**src/rtl/inst_loop_sequencer.sv**
```systemverilog
// inst_loop_sequencer
//   Program-counter sequencer for the instruction memory. Walks PC from 0 and
//   applies up to three nested hardware loops (loop 0 innermost). One PC is
//   issued per valid/ready handshake; busy/done are reported to the CSR core.
//
// Ports
//   clk_i, rst_i          clock, asynchronous active-high reset
//   start_i, clr_i        start pulse (IDLE only), synchronous clear
//   cfg_loop_mode_i       0 = linear, 1..3 = number of active nested loops
//   cfg_jump_addr_i[k]    loop k start address
//   cfg_end_addr_i[k]     loop k end address
//   cfg_loop_count_i[k]   loop k body executions (0 behaves as 1)
//   inst_pc_o/valid_o     PC to the datapath, inst_ready_i accepts it
//   busy_o, done_o        high in RUN / one-cycle completion pulse
//
// Optional build: INST_LOOP_SEQ_STEP_EN adds dbg_step_mode_i and dbg_step_i.
//   In step mode a PC is only offered while a step token is held; the token
//   is set by a dbg_step_i pulse and consumed by the handshake.
module inst_loop_sequencer #(
    parameter int InstAddrWidth  = 8,
    parameter int LoopCountWidth = 8
) (
    input  logic                                clk_i,
    input  logic                                rst_i,
    input  logic                                start_i,
    input  logic                                clr_i,
    input  logic [1:0]                          cfg_loop_mode_i,
    input  logic [2:0][InstAddrWidth-1:0]       cfg_jump_addr_i,
    input  logic [2:0][InstAddrWidth-1:0]       cfg_end_addr_i,
    input  logic [2:0][LoopCountWidth-1:0]      cfg_loop_count_i,
`ifdef INST_LOOP_SEQ_STEP_EN
    input  logic                                dbg_step_mode_i,
    input  logic                                dbg_step_i,
`endif
    output logic [InstAddrWidth-1:0]            inst_pc_o,
    output logic                                inst_valid_o,
    input  logic                                inst_ready_i,
    output logic                                busy_o,
    output logic                                done_o
);

    typedef enum logic [1:0] {
        S_IDLE = 2'd0,
        S_RUN  = 2'd1,
        S_DONE = 2'd2
    } state_e;

    state_e                              state_q, state_d;
    logic [InstAddrWidth-1:0]            pc_q, pc_d;
    logic [2:0][LoopCountWidth-1:0]      cnt_q, cnt_d;
    logic [1:0]                          mode_q, mode_d;
    logic [2:0][InstAddrWidth-1:0]       jump_q, jump_d;
    logic [2:0][InstAddrWidth-1:0]       end_q, end_d;
    logic [2:0][LoopCountWidth-1:0]      count_q, count_d;

    // Loop-chain results, applied only when the current PC fires
    logic [InstAddrWidth-1:0]            pc_nxt;
    logic [2:0][LoopCountWidth-1:0]      cnt_nxt;
    logic [LoopCountWidth-1:0]           lim;
    logic [InstAddrWidth-1:0]            last_end;
    logic                                redirect;
    logic                                final_pc;
    logic                                fire;
    logic                                gate;

`ifdef INST_LOOP_SEQ_STEP_EN
    logic tok_q, tok_d;
    assign gate = !dbg_step_mode_i || tok_q;
`else
    assign gate = 1'b1;
`endif

    always_comb begin
        state_d  = state_q;
        pc_d     = pc_q;
        cnt_d    = cnt_q;
        mode_d   = mode_q;
        jump_d   = jump_q;
        end_d    = end_q;
        count_d  = count_q;
        pc_nxt   = pc_q + 1'b1;
        cnt_nxt  = cnt_q;
        lim      = '0;
        redirect = 1'b0;

        inst_valid_o = (state_q == S_RUN) && gate;
        busy_o       = (state_q == S_RUN);
        done_o       = (state_q == S_DONE);
        inst_pc_o    = pc_q;
        fire         = inst_valid_o && inst_ready_i;

        // Inner-first chain: the first active loop ending here with
        // iterations left takes the jump; exhausted loops ending here rewind
        // their counter and defer to the next outer loop. A loop whose end
        // is elsewhere is not involved and is passed over.
        for (int k = 0; k < 3; k++) begin
            lim = (count_q[k] == '0) ? '0 : count_q[k] - 1'b1;
            if (!redirect && (k < int'(mode_q)) && (pc_q == end_q[k])) begin
                if (cnt_q[k] < lim) begin
                    cnt_nxt[k] = cnt_q[k] + 1'b1;
                    pc_nxt     = jump_q[k];
                    redirect   = 1'b1;
                end else begin
                    cnt_nxt[k] = '0;
                end
            end
        end

        last_end = (mode_q == 2'd0) ? end_q[0] : end_q[mode_q - 2'd1];
        final_pc = !redirect && (pc_q == last_end);

        unique case (state_q)
            S_IDLE: begin
                if (start_i) begin
                    state_d = S_RUN;
                    pc_d    = '0;
                    cnt_d   = '0;
                    mode_d  = cfg_loop_mode_i;
                    jump_d  = cfg_jump_addr_i;
                    end_d   = cfg_end_addr_i;
                    count_d = cfg_loop_count_i;
                end
            end
            S_RUN: begin
                if (fire) begin
                    if (final_pc) begin
                        state_d = S_DONE;
                        pc_d    = '0;
                        cnt_d   = '0;
                    end else begin
                        pc_d  = pc_nxt;
                        cnt_d = cnt_nxt;
                    end
                end
            end
            S_DONE: state_d = S_IDLE;
            default: state_d = S_IDLE;
        endcase

        if (clr_i) begin
            state_d = S_IDLE;
            pc_d    = '0;
            cnt_d   = '0;
        end
    end

`ifdef INST_LOOP_SEQ_STEP_EN
    always_comb begin
        tok_d = (tok_q && !fire) || dbg_step_i;
        if (clr_i) tok_d = 1'b0;
    end

    always_ff @(posedge clk_i or posedge rst_i) begin
        if (rst_i) tok_q <= 1'b0;
        else       tok_q <= tok_d;
    end
`endif

    always_ff @(posedge clk_i or posedge rst_i) begin
        if (rst_i) begin
            state_q <= S_IDLE;
            pc_q    <= '0;
            cnt_q   <= '0;
            mode_q  <= '0;
            jump_q  <= '0;
            end_q   <= '0;
            count_q <= '0;
        end else begin
            state_q <= state_d;
            pc_q    <= pc_d;
            cnt_q   <= cnt_d;
            mode_q  <= mode_d;
            jump_q  <= jump_d;
            end_q   <= end_d;
            count_q <= count_d;
        end
    end

endmodule

```
**config.mk**
```make
export PLATFORM = sky130hd
export DESIGN_NAME = inst_loop_sequencer
export DESIGN_NICKNAME = d
export VERILOG_FILES = /design/src/rtl/inst_loop_sequencer.sv
export SDC_FILE = /design/constraint.sdc
export NUM_CORES = 1
export LEC_CHECK = 0
export CAP_MARGIN = 5
export CORE_AREA = 3 3 123 101
export CTS_CLUSTER_DIAMETER = 150
export DETAILED_ROUTE_END_ITERATION = 8
export DIE_AREA = 0 0 126 104
export DONT_BUFFER_PORTS = 1
export GPL_ROUTABILITY_DRIVEN = 0
export PLACE_DENSITY_LB_ADDON = 0.25
export SLEW_MARGIN = 25
export SYNTH_ARGS = -nofsm -noshare
export SYNTH_HDL_FRONTEND = slang
export SYNTH_SLANG_ARGS = --single-unit
```
**constraint.sdc**
```tcl
create_clock -name clk_i -period 3.49 [get_ports clk_i]
set_input_delay 0.5235 -clock clk_i [delete_from_list [all_inputs] [get_ports clk_i]]
set_output_delay 0.5235 -clock clk_i [all_outputs]
set_load 0.005 [all_outputs]
```
Word level (Yosys, flattened, before mapping)
Index checks and enable logic that the tools add are counted.
- reduce and logical (&&, ||, !) cells: 22
- equal/unequal tests: 12
- add/subtract/negate cells: 8
- order comparisons: 7
- multiplexer cells: 39
- operator list (kind ; count):
    2-to-1 mux 8 bit ; 21
    2-to-1 mux 24 bit ; 4
    one-hot mux 24 bit (2 select lines) ; 1
    adder 8 x 1 -> 8 bit (second input constant) ; 4
    == test 8 bit ; 4
    logical NOT 8 bit ; 3
    less-than comparator 8 bit ; 3
    subtractor 8 x 1 -> 8 bit (second input constant) ; 3
    binary-select mux 8 bit (select 2 bit) ; 1
    one-hot mux 8 bit (2 select lines) ; 1
    inequality test 4 x 2 -> 1 bit (second input constant) ; 3
    AND reduction 4 bit ; 3
    2-to-1 mux 2 bit ; 4
    logical AND 1 bit ; 7
    2-to-1 mux 1 bit ; 6
    inequality test 3 x 2 -> 1 bit (second input constant) ; 2
    AND reduction 3 bit ; 2
    logical NOT 2 bit ; 2
    less-than comparator 1 x 2 -> 1 bit (first input constant) ; 2
    one-hot mux 2 bit (2 select lines) ; 1
    logical NOT 1 bit ; 3
    less-than comparator 2 x 3 -> 1 bit (second input constant) ; 1
    inequality test 3 bit (second input constant) ; 1
    nonzero test 3 bit ; 1
    other kinds (5) ; 5
- input bits: 79
- bits in registers: 108
- output and inout bits: 11
- logic and storage cells: 103

Depth between registers and ports, before layout
Gate-level depths: netlist of the first run.
- depth in word-level cells: 19
- depth in mapped cells: 18
- depth with buffers taken out: 15

Worst setup path after synthesis of the first run
OpenSTA, ideal clock, no wires.
- path kind: register to register
- start: register count_q[8] (netlist name)
- end: register cnt_q[20] (netlist name)
- cell stages (with the launch flop): 17
- path buffers: 2
- library setup time: 0.124 ns
- clock period less this slack: 3.542 ns
- setup slack: -0.052 ns
- required time: 3.366 ns
- arrival: 3.418 ns
- cell sequence: dfrtp_1 inv_1 ha_1 or4b_4 nor2_1 mux2i_1 ha_1 nand4_1 a211oi_1 a221oi_1 and2_4 buf_6 or3_4 o21ba_1 or2_0 buf_2 a211o_1
- longest elaborated chain between the ends: 15
- elaborated cells on any way between the ends: 19
- classes of those cells: 1 x add/sub; 1 x order compare; 1 x eq/ne; 9 x mux; 7 x reduce/logical
- ends and longest elaborated chain (element ; RTL line ; text):
    from (decl) ; 54 ; logic [2:0][LoopCountWidth-1:0] count_q, count_d;
    from (signal assigned) ; 175 ; count_q <= count_d;
    subtractor 8 x 1 -> 8 bit / logical NOT 8 bit (equally long branches) ; 97 ; lim = (count_q[k] == '0) ? '0 : count_q[k] - 1'b1;
    2-to-1 mux 8 bit (*) ; 97 ;
    less-than comparator 8 bit (*) ; 99 ; if (cnt_q[k] < lim) begin
    2-to-1 mux 1 bit (*) ; 99 ;
    2-to-1 mux 1 bit (*) ; 98 ; if (!redirect && (k < int'(mode_q)) && (pc_q == end_q[k])) begin
    logical NOT 1 bit ; 98 ;
    logical AND 1 bit (2 in series) ; 98 ;
    2-to-1 mux 1 bit ; 98 ;
    logical NOT 1 bit ; 110 ; final_pc = !redirect && (pc_q == last_end);
    logical AND 1 bit ; 110 ;
    2-to-1 mux 24 bit ; 126 ; if (final_pc) begin
    2-to-1 mux 24 bit ; 125 ; if (fire) begin
    one-hot mux 24 bit (2 select lines) ; 112 ; unique case (state_q)
    2-to-1 mux 24 bit ; 140 ; if (clr_i) begin
    to (signal assigned) ; 171 ; cnt_q <= cnt_d;
    to (decl) ; 50 ; logic [2:0][LoopCountWidth-1:0] cnt_q, cnt_d;
Mark *: on every way between the ends. The rest lies on a longest branch, timed or not. The select of a mux whose other input is x is not followed.
A chain may end at the register's enable or synchronous reset.

Final worst setup path of the first run
- start: register count_q[8] (netlist name)
- end: register cnt_q[23] (netlist name)
Same word-level chain as after synthesis.

==> flow_summary.json, run 1 <==
{
  "antenna_found_initial": 2,
  "r2r_slack_ns": -0.01,
  "outcome": "complete, but fails checks",
  "avgViaCountPerCell": 6.23,
  "tightest_slew_ns": 0.769,
  "numCtsBuffers": 9,
  "cts_max_level": 3,
  "post-route-util": 0.651,
  "detailed_place_hpwl_um": 10800,
  "synth_edf_count": 0,
  "fillers": 880,
  "cpLargestDelayFamily": "simple AND/OR/NAND/NOR gates",
  "dr.first_iter.drc_count": 381,
  "clk_latency_ns": 0.35,
  "drive_above_1_share": 0.267,
  "ys_types": 59,
  "ys_seq_elements": 108,
  "core_area_um2": 11400,
  "max_cap_violations": 0,
  "ant_nets": 0,
  "grt_start_max_net_pins": 80,
  "first_global_vias": 5158,
  "fmax_mhz": 285,
  "fin_worst_skew_ns": 0.00772,
  "rows": 35,
  "grt_pass1_wl_um": 25400,
  "ys_seq_area_frac": 0.418,
  "dp_slack_ns": -0.177,
  "async_flop_share": 1.00,
  "regArea_um2": 2700,
  "crit_chain": "inv_2 > ha_4 > or4b_4 > nor2_4 > mux2i_1 > ha_1 > nand4_1 > a211oi_2 > a221oi_2 > and2_4 > buf_6 > or4_4 > nand2b_4 > nor3_1 > a211o_1",
  "synth_top_area_share": 0.418,
  "setup-tns-final_ns": -0.0163,
  "cp_max_fo": 6,
  "synth_area_um2": 6460,
  "finalNetCount": 762,
  "drt-pass1-iter-count": 4,
  "syn_nets": 742,
  "drc": 0,
  "cpPeakStageDelay_ns": 0.59,
  "cts_tree": "built",
  "worstSetupStartpointType": "register",
  "fp.dieW_um": 126,
  "port_buffers": 0,
  "vdd_drop_max_uv": 295,
  "clkSinkCount": 108,
  "yosys-top-cells-area": "dfrtp_1 (42%), mux2_2 (12%), ha_1 (6.0%), xnor2_1 (3.7%), nand2_1 (3.4%)",
  "violations": "setup timing",
  "path_class": "reg2reg",
  "synthCells": 632,
  "final_max_slew_viol_count": 0,
  "hold_violations": 0,
  "crit_path_end_kind": "register",
  "cp.arrival_ns": 3.79,
  "setup_ws_ns": -0.0147,
  "power_leakage_nw": 3.16,
  "synth_largest_area_cell": "dfrtp_1",
  "io-pin-count": 90,
  "diodes": 0,
  "vias": 5005,
  "clockBufferDepth": 2,
  "hold_class": "in2async",
  "wl_um": 15500,
  "placed_cells": 782,
  "fin_hold_ws_ns": 0.142,
  "fin_area_um2": 7410,
  "p_per_area_nw_per_um2": 464,
  "path_buf_inv": 2,
  "worst_path_max_delay_cell": "or4_4",
  "required_ns": 3.78,
  "wl_per_cell_um": 19.2,
  "rsz0062_at_grt": "true",
  "die_y_um": 104,
  "syn_to_final_growth_pct": 14.7,
  "hold_buffers": 0,
  "final_cells": 804,
  "synth_warnings": 0,
  "maxSlewHeadroom": 0.486,
  "clk_pin_slew_worst_paths_ns": 0.07,
  "grtUsageTotal": 0.233,
  "multi_input_area_um2": 3790,
  "grt_overflow_total": 0,
  "layout_min_cycle_time_ns": 3.50,
  "synth_area_per_cell_um2": 10.2,
  "ctsRootBufferMaster": "clkbuf_16",
  "finalPower_mw": 3.44,
  "start_util": 0.568,
  "dpl-instance-area_um2": 6790,
  "design.die.area_um2": 13100,
  "finalSetupViolations": 2,
  "min_period_over_period": 1.00,
  "synth_flop_cell": "dfrtp_1"
}
## worst register-to-register path, stage by stage, from the launching register on
cell and delay, ns:
dfrtp_1 0.39, inv_2 0.08, ha_4 0.13, or4b_4 0.48, nor2_4 0.12, mux2i_1 0.09
ha_1 0.31, nand4_1 0.10, a211oi_2 0.19, a221oi_2 0.11, and2_4 0.18, buf_6 0.12
or4_4 0.60, nand2b_4 0.22, nor3_1 0.21, a211o_1 0.12
## synth_stat cells (all sizes together), types with 4 or more instances
master and count:
or2 4, nor3 15, inv 16, nor4bb 16
nand3 16, and3 8, buf 8, or3 5
o211ai 7, clkbuf 23, xnor2 27, nand4 5
o21ai 37, nor2b 4, xor2 18, a21o 6
ha 31, a21oi 16, mux2i 17, nor2 34
nand2b 14, o31ai 6, a31oi 13, a211o 5
and2 4, mux2 66, nand2 59, nor4 6
nor3b 8, a211oi 10, dfrtp 108
## cell type report
type                    instances  share of cell area
inverters                      16             0.00878
flip-flops and latches        108               0.365
clock inverters                 6             0.00946
multi-input cells             477               0.511
repair buffers                 40              0.0500
clock buffers                   9              0.0304
well taps                     148              0.0250
## cells by family after synthesis
family / Yosys count / synth area share
mux: 83 / 0.141
flops: 108 / 0.418
compound gates: 116 / 0.120
buf+inv: 47 / 0.0300
fa+ha+maj: 31 / 0.0600
xor+xnor: 45 / 0.0610
simple gates: 202 / 0.170
## sequential cells by signal, summed over array words and instances, names as in the netlist
| name | cells |
|---|---|
| inst_pc_o | 8 |
| mode_q | 2 |
| state_q | 2 |
| count_q | 24 |
| end_q | 24 |
| jump_q | 24 |
| cnt_q | 24 |
## where the power goes
| part | total, mW | switching (mW) | leakage, nW | internal (mW) |
|---|---|---|---|---|
| Combinational | 0.847 | 0.415 | 1.67 | 0.433 |
| Clock | 1.03 | 0.471 | 0.147 | 0.561 |
| Sequential | 1.56 | 0.159 | 1.34 | 1.40 |
## final timing paths
| check | from | to | depth (start not counted) |
|---|---|---|---|
| setup / recovery | count_q[8] | cnt_q[23] | 15 |
| hold / removal | rst_i | jump_q[4] | 1 |
| setup reg to reg | count_q[8] | cnt_q[23] | 15 |
| hold reg to reg | cnt_q[15] | cnt_q[15] | 1 |
| max in group asynchronous | rst_i | count_q[10] | 2 |
| min in group clk_i | cfg_loop_mode_i[0] | mode_q[0] | 2 |
## timing repair
| item | CTS | global route |
|---|---|---|
| buffers inserted | 4 | 2 |
| pin swaps | 13 | 17 |
| resized for setup | 24 | 34 |
| gates cloned | 0 | 2 |
| setup endpoints to repair | 30 | 32 |
## metal layers
| metal | track usage | routed length [um] | up-vias |
|---|---|---|---|
| met5 | 0 | 21 | - |
| met4 | 0.0628 | 226 | 4 |
| met3 | 0.0693 | 1030 | 27 |
| met2 | 0.378 | 7550 | 147 |
| met1 | 0.306 | 6630 | 2489 |
| li1 | - | - | 2338 |
## cell usage in the layout (no fill, tap or decap), types with 18 or more instances in the layout
cell type,n
nand2_1,59
nor2_1,27
dfrtp_1,107
xor2_1,18
buf_4,32
o21ai_1,18
xnor2_1,27
mux2_2,66
ha_1,27
(Power assumes the default switching activity.)
==> run 2, diff against run 1 <==
==> constraint.sdc (replaced) <==
create_clock -name clk_i -period 3.49 [get_ports clk_i]
set_input_delay 0.5235 -clock clk_i [delete_from_list [all_inputs] [get_ports clk_i]]
set_output_delay 0.5235 -clock clk_i [all_outputs]
set_load 0.02 [all_outputs]
==> run 2 against run 1 <==
Net effect: clock power grew 9.7%; die area unchanged; non-clock buffer count is 3 higher; final area increased by 0.14%; the run now ends clean; critical path depth unchanged; hold slack improved by 0.013 ns; critical endpoint is now cnt_q[22]; fmax increased by 1.1%; total power increased by 2.1%; count of clock-buffer cells in the layout grew 1; sequential power hardly changed; routed wire length down 1.9%.
==> flow_summary.json, run 2 (synthesized netlist as in run 1, its figures left out) <==
{
  "power_leakage_nw": 3.18,
  "vias": 4978,
  "numCtsBuffers": 9,
  "required_ns": 3.72,
  "tightest_slew_ns": 0.793,
  "max_cap_violations": 0,
  "rows": 35,
  "worst_path_max_delay_cell": "or4b_4",
  "cts_tree": "built",
  "detailed_place_hpwl_um": 10700,
  "hold_violations": 0,
  "drive_above_1_share": 0.259,
  "finalSetupViolations": 0,
  "cpPeakStageDelay_ns": 0.48,
  "wl_um": 15200,
  "die_y_um": 104,
  "avgViaCountPerCell": 6.16,
  "layout_min_cycle_time_ns": 3.47,
  "finalNetCount": 765,
  "rsz0062_at_grt": "true",
  "setup_ws_ns": 0.0233,
  "design.die.area_um2": 13100,
  "clkSinkCount": 108,
  "maxSlewHeadroom": 0.471,
  "final_cells": 808,
  "ctsRootBufferMaster": "clkbuf_16",
  "fin_worst_skew_ns": 0.00820,
  "placed_cells": 784,
  "cts_max_level": 3,
  "cpLargestDelayFamily": "simple AND/OR/NAND/NOR gates",
  "cp.arrival_ns": 3.70,
  "final_max_slew_viol_count": 0,
  "post-route-util": 0.652,
  "diodes": 0,
  "dpl-instance-area_um2": 6810,
  "fin_area_um2": 7420,
  "grt_pass1_wl_um": 24800,
  "hold_class": "in2async",
  "fmax_mhz": 288,
  "core_area_um2": 11400,
  "clk_latency_ns": 0.35,
  "r2r_cells": 15,
  "r2r_slack_ns": 0.02,
  "grt_overflow_total": 0,
  "io-pin-count": 90,
  "crit_chain": "inv_2 > ha_4 > or4b_4 > nor2_4 > mux2i_1 > ha_1 > nand4_1 > a211oi_2 > a221oi_2 > and2_4 > or3_4 > o21ba_4 > or2_0 > buf_4 > a211o_1",
  "drt-pass1-iter-count": 5,
  "fin_hold_ws_ns": 0.155,
  "setup-tns-final_ns": 0,
  "first_global_vias": 4993,
  "drc": 0,
  "syn_to_final_growth_pct": 14.8,
  "wl_per_cell_um": 18.8,
  "finalPower_mw": 3.51,
  "clk_pin_slew_worst_paths_ns": 0.08,
  "fp.dieW_um": 126,
  "layout_commonest_cell": "dfrtp_1",
  "dr.first_iter.drc_count": 449,
  "clockBufferDepth": 2,
  "vdd_drop_max_uv": 403,
  "start_util": 0.568,
  "p_per_area_nw_per_um2": 473,
  "dp_slack_ns": -0.171,
  "ant_nets": 0,
  "hold_buffers": 0,
  "outcome": "complete, no violations",
  "grt_start_max_net_pins": 80,
  "min_period_over_period": 0.993,
  "crit_path_start": "count_q[8]",
  "rr_startpoint": "count_q[8]",
  "crit_path_end_kind": "register",
  "most-common-layout-cells": "dfrtp_1 (107), mux2_2 (66), nand2_1 (58)",
  "antenna_found_initial": 2,
  "port_buffers": 0,
  "cp.depth": 15,
  "path_buf_inv": 2,
  "worstSetupStartpointType": "register",
  "grtUsageTotal": 0.229,
  "cp_max_fo": 6,
  "path_class": "reg2reg"
}
run 2: cell types whose count changed in the layout (fill, tap and decap cells not counted), sizes merged:
cell    change
clkbuf      +1
bufinv      +1
clkinv      -1
buf         +3
run 2: per-layer routing:
metal	part of all wire	wire [um]	global-route usage
met1	0.45	6850	0.311
met2	0.48	7230	0.366
met4	0.014	210	0.0505
met5	0.0014	21	0
met3	0.056	844	0.0657
run 2: path summary, 6_finish.rpt:
| kind | endpoint |
|---|---|
| min reg2reg | cnt_q[7] |
| max in group asynchronous | count_q[10] |
| max | cnt_q[22] |
| min in group clk_i | mode_q[0] |
| max reg2reg | cnt_q[22] |
| min | jump_q[4] |
run 2: area by class of cell:
cell class                 instances  area, um^2
clock inverter                     6        93.8
inverter                          16        65.1
multi-input combinational        477        3750
tap                              148         185
fill                             902        3970
sequential                       108        2700
timing repair buffer              43         388
clock buffer                      10         229
run 2: what timing repair did:
action	CTS	global route
endpoints found under the hold margin	0	0
endpoints found under the setup margin	22	32
cloned	0	2
resized for setup	21	27
pin swaps	11	11
setup buffers	3	4
run 2: report_power, final:
group,internal (mW),switching [mW]
combinational,0.419,0.403
sequential,1.40,0.164
clock,0.639,0.487
run 2: worst register-to-register path: cells and delay by family, from the launching register on:
| kind | cells | cell delay (ns) |
|---|---|---|
| simple gates | 6 | 1.40 |
| compound gates | 4 | 0.79 |
| fa+ha+maj | 2 | 0.44 |
| flops | 1 | 0.39 |
| buf+inv | 2 | 0.23 |
| mux | 1 | 0.09 |
==> run 3, diff against run 2 <==
--- a/config.mk
+++ b/config.mk
@@ -6,14 +6,14 @@
 export NUM_CORES = 1
 export LEC_CHECK = 0
 export CAP_MARGIN = 5
-export CORE_AREA = 3 3 123 101
+export CORE_AREA = 3 3 147 120
 export CTS_CLUSTER_DIAMETER = 150
 export DETAILED_ROUTE_END_ITERATION = 8
-export DIE_AREA = 0 0 126 104
+export DIE_AREA = 0 0 150 123
 export DONT_BUFFER_PORTS = 1
 export GPL_ROUTABILITY_DRIVEN = 0
 export PLACE_DENSITY_LB_ADDON = 0.25
-export SLEW_MARGIN = 25
+export SLEW_MARGIN = 10
 export SYNTH_ARGS = -nofsm -noshare
 export SYNTH_HDL_FRONTEND = slang
 export SYNTH_SLANG_ARGS = --single-unit
==> run 3 against run 2 <==
Net effect: the run now ends with setup timing left; sequential cell count did not move; register-to-register slack got worse by 0.04 ns; highest routed layer unchanged; critical endpoint is now cnt_q[20]; total power fell by 3.4%; core utilization fell by 20 points; critical path type unchanged; fmax fell by 1.3%.
==> flow_summary.json, run 3 (synthesized netlist as in run 1, its figures left out) <==
{
  "outcome": "complete, but fails checks",
  "violations": "setup timing",
  "crit_path_end_kind": "register",
  "path_class": "reg2reg",
  "power_leakage_nw": 3.14,
  "required_ns": 3.73,
  "cpPeakStageDelay_ns": 0.48,
  "worstSetupStartpointType": "register",
  "internal_power_mw": 2.34,
  "ctsRootBufferMaster": "clkbuf_16",
  "design.die.area_um2": 18500,
  "dr.first_iter.drc_count": 320,
  "cts_max_level": 3,
  "fillers": 1544,
  "power_switching_mw": 1.05,
  "fp.dieW_um": 150,
  "ant_nets": 0,
  "core_area_um2": 16400,
  "vdd_drop_max_uv": 212,
  "p_per_area_nw_per_um2": 457,
  "wl_met2_um": 7570,
  "numCtsBuffers": 9,
  "max_cap_violations": 0,
  "cpMostUsedCell": "buf_4",
  "hold_buffers": 0,
  "pwr-share-seq": 0.459,
  "start_util": 0.394,
  "worst_path_max_delay_cell": "or4b_4",
  "r2r_cells": 15,
  "placed_cells": 858,
  "finalSetupViolations": 4,
  "grt_start_max_net_pins": 84,
  "wl_met1_um": 7120,
  "clk_pin_slew_worst_paths_ns": 0.07,
  "hold_class": "in2async",
  "min_period_over_period": 1.01,
  "avgViaCountPerCell": 5.51,
  "r2r_slack_ns": -0.02,
  "clk_latency_ns": 0.36,
  "wl_um": 15600,
  "rr_startpoint": "count_q[0]",
  "clkSinkCount": 108,
  "first_global_vias": 4870,
  "grt_pass1_wl_um": 25200,
  "cts_tree": "built",
  "vias": 4852,
  "drive_above_1_share": 0.258,
  "layout_commonest_cell": "dfrtp_1",
  "port_buffers": 0,
  "switching_share": 0.309,
  "io-pin-count": 90,
  "drc": 0,
  "detailed_place_hpwl_um": 11300,
  "regArea_um2": 2700,
  "grtUsageTotal": 0.172,
  "top_layer": "met5",
  "hold_violations": 0,
  "crit_chain": "inv_1 > ha_2 > or4b_4 > buf_4 > o2bb2ai_2 > ha_1 > o2111ai_2 > nor2_2 > a211oi_2 > and2_4 > or3_4 > o21ba_4 > or2_0 > buf_4 > a211o_1",
  "dp_slack_ns": -0.162,
  "antenna_found_initial": 2,
  "clockBufferDepth": 2,
  "rsz0062_at_grt": "true",
  "most-common-layout-cells": "dfrtp_1 (107), mux2_2 (66), nand2_1 (58)",
  "crit_path_start": "count_q[0]",
  "final_cells": 880,
  "layout_min_cycle_time_ns": 3.51,
  "rows": 42,
  "setup-tns-final_ns": -0.0591,
  "cp_max_fo": 6,
  "maxSlewHeadroom": 0.338,
  "wl_met3_um": 779,
  "r2r_end": "cnt_q[20]",
  "wl_per_cell_um": 17.7,
  "pwr-share-comb": 0.249,
  "tightest_slew_ns": 0.993,
  "fin_worst_skew_ns": 0.00749,
  "die_y_um": 123,
  "grt_overflow_total": 0,
  "drt-pass1-iter-count": 4,
  "fmax_mhz": 285,
  "syn_to_final_growth_pct": 14.9,
  "cp.arrival_ns": 3.75,
  "multi_input_area_um2": 3760,
  "clockPowerShare": 0.293,
  "diodes": 0,
  "finalPower_mw": 3.39,
  "setup_ws_ns": -0.0212,
  "finalNetCount": 765,
  "final_max_slew_viol_count": 0
}
-- run 3: worst max-delay path by stage --
stage	endpoint	slack [ns]	depth (start not counted)
2_1_floorplan	cnt_q[20]	0.003	16
3_3_place_gp	cnt_q[23]	-0.02	15
3_5_place_dp	cnt_q[23]	-0.16	15
4_1_cts	cnt_q[20]	-0.006	15
5_1_grt	cnt_q[20]	-0.18	16
6_report	cnt_q[20]	-0.02	15
-- run 3: layout make-up --
type                    instances  share of cell area
multi-input cells             477               0.506
flip-flops and latches        108               0.364
repair buffers                 43              0.0457
well taps                     220              0.0371
clock buffers                  11              0.0327
inverters                      16             0.00842
clock inverters                 5             0.00573
-- run 3: per-stage QoR --
step                cell area (um^2)   util  hold slack [ns]
finish                          7430  0.453            0.244
global placement                6910  0.422            0.487
CTS                             7260  0.443            0.275
detailed placement              6910  0.422            0.479
floorplan                       6470      -            0.456
global route                    7430  0.453            0.292
-- run 3: power groups by stage --
stage | Sequential [mW] | Combinational [mW] | Clock (mW)
after floorplan | 1.52 | 0.592 | 0
after global placement | 1.57 | 0.746 | 0
after detailed placement | 1.58 | 0.774 | 0
after CTS | 1.55 | 0.800 | 1.03
after global routing | 1.58 | 0.940 | 1.07
final | 1.56 | 0.843 | 0.992
-- run 3: critical path, delay by kind of cell, from the launching register on --
| family | cells | cell delay (ns) |
|---|---|---|
| adder cells (fa/ha/maj) | 2 | 0.36 |
| AO/OA/AOI/OAI | 5 | 0.90 |
| flip-flops | 1 | 0.38 |
| AND/OR/NAND/NOR | 5 | 1.37 |
| buffers and inverters | 3 | 0.40 |
-- run 3: timing repair --
| action | 4_1_cts | 5_1_grt |
|---|---|---|
| resized for setup | 13 | 27 |
| setup endpoints to repair | 30 | 33 |
| buffers inserted | 1 | 6 |
| pin swaps | 8 | 10 |
| endpoints found under the hold margin | 0 | 0 |
-- run 3: routing by layer --
metal	track usage	vias up
met1	0.228	2390
met4	0.0383	4
met5	0	-
met2	0.281	107
met3	0.0495	13
li1	-	2338
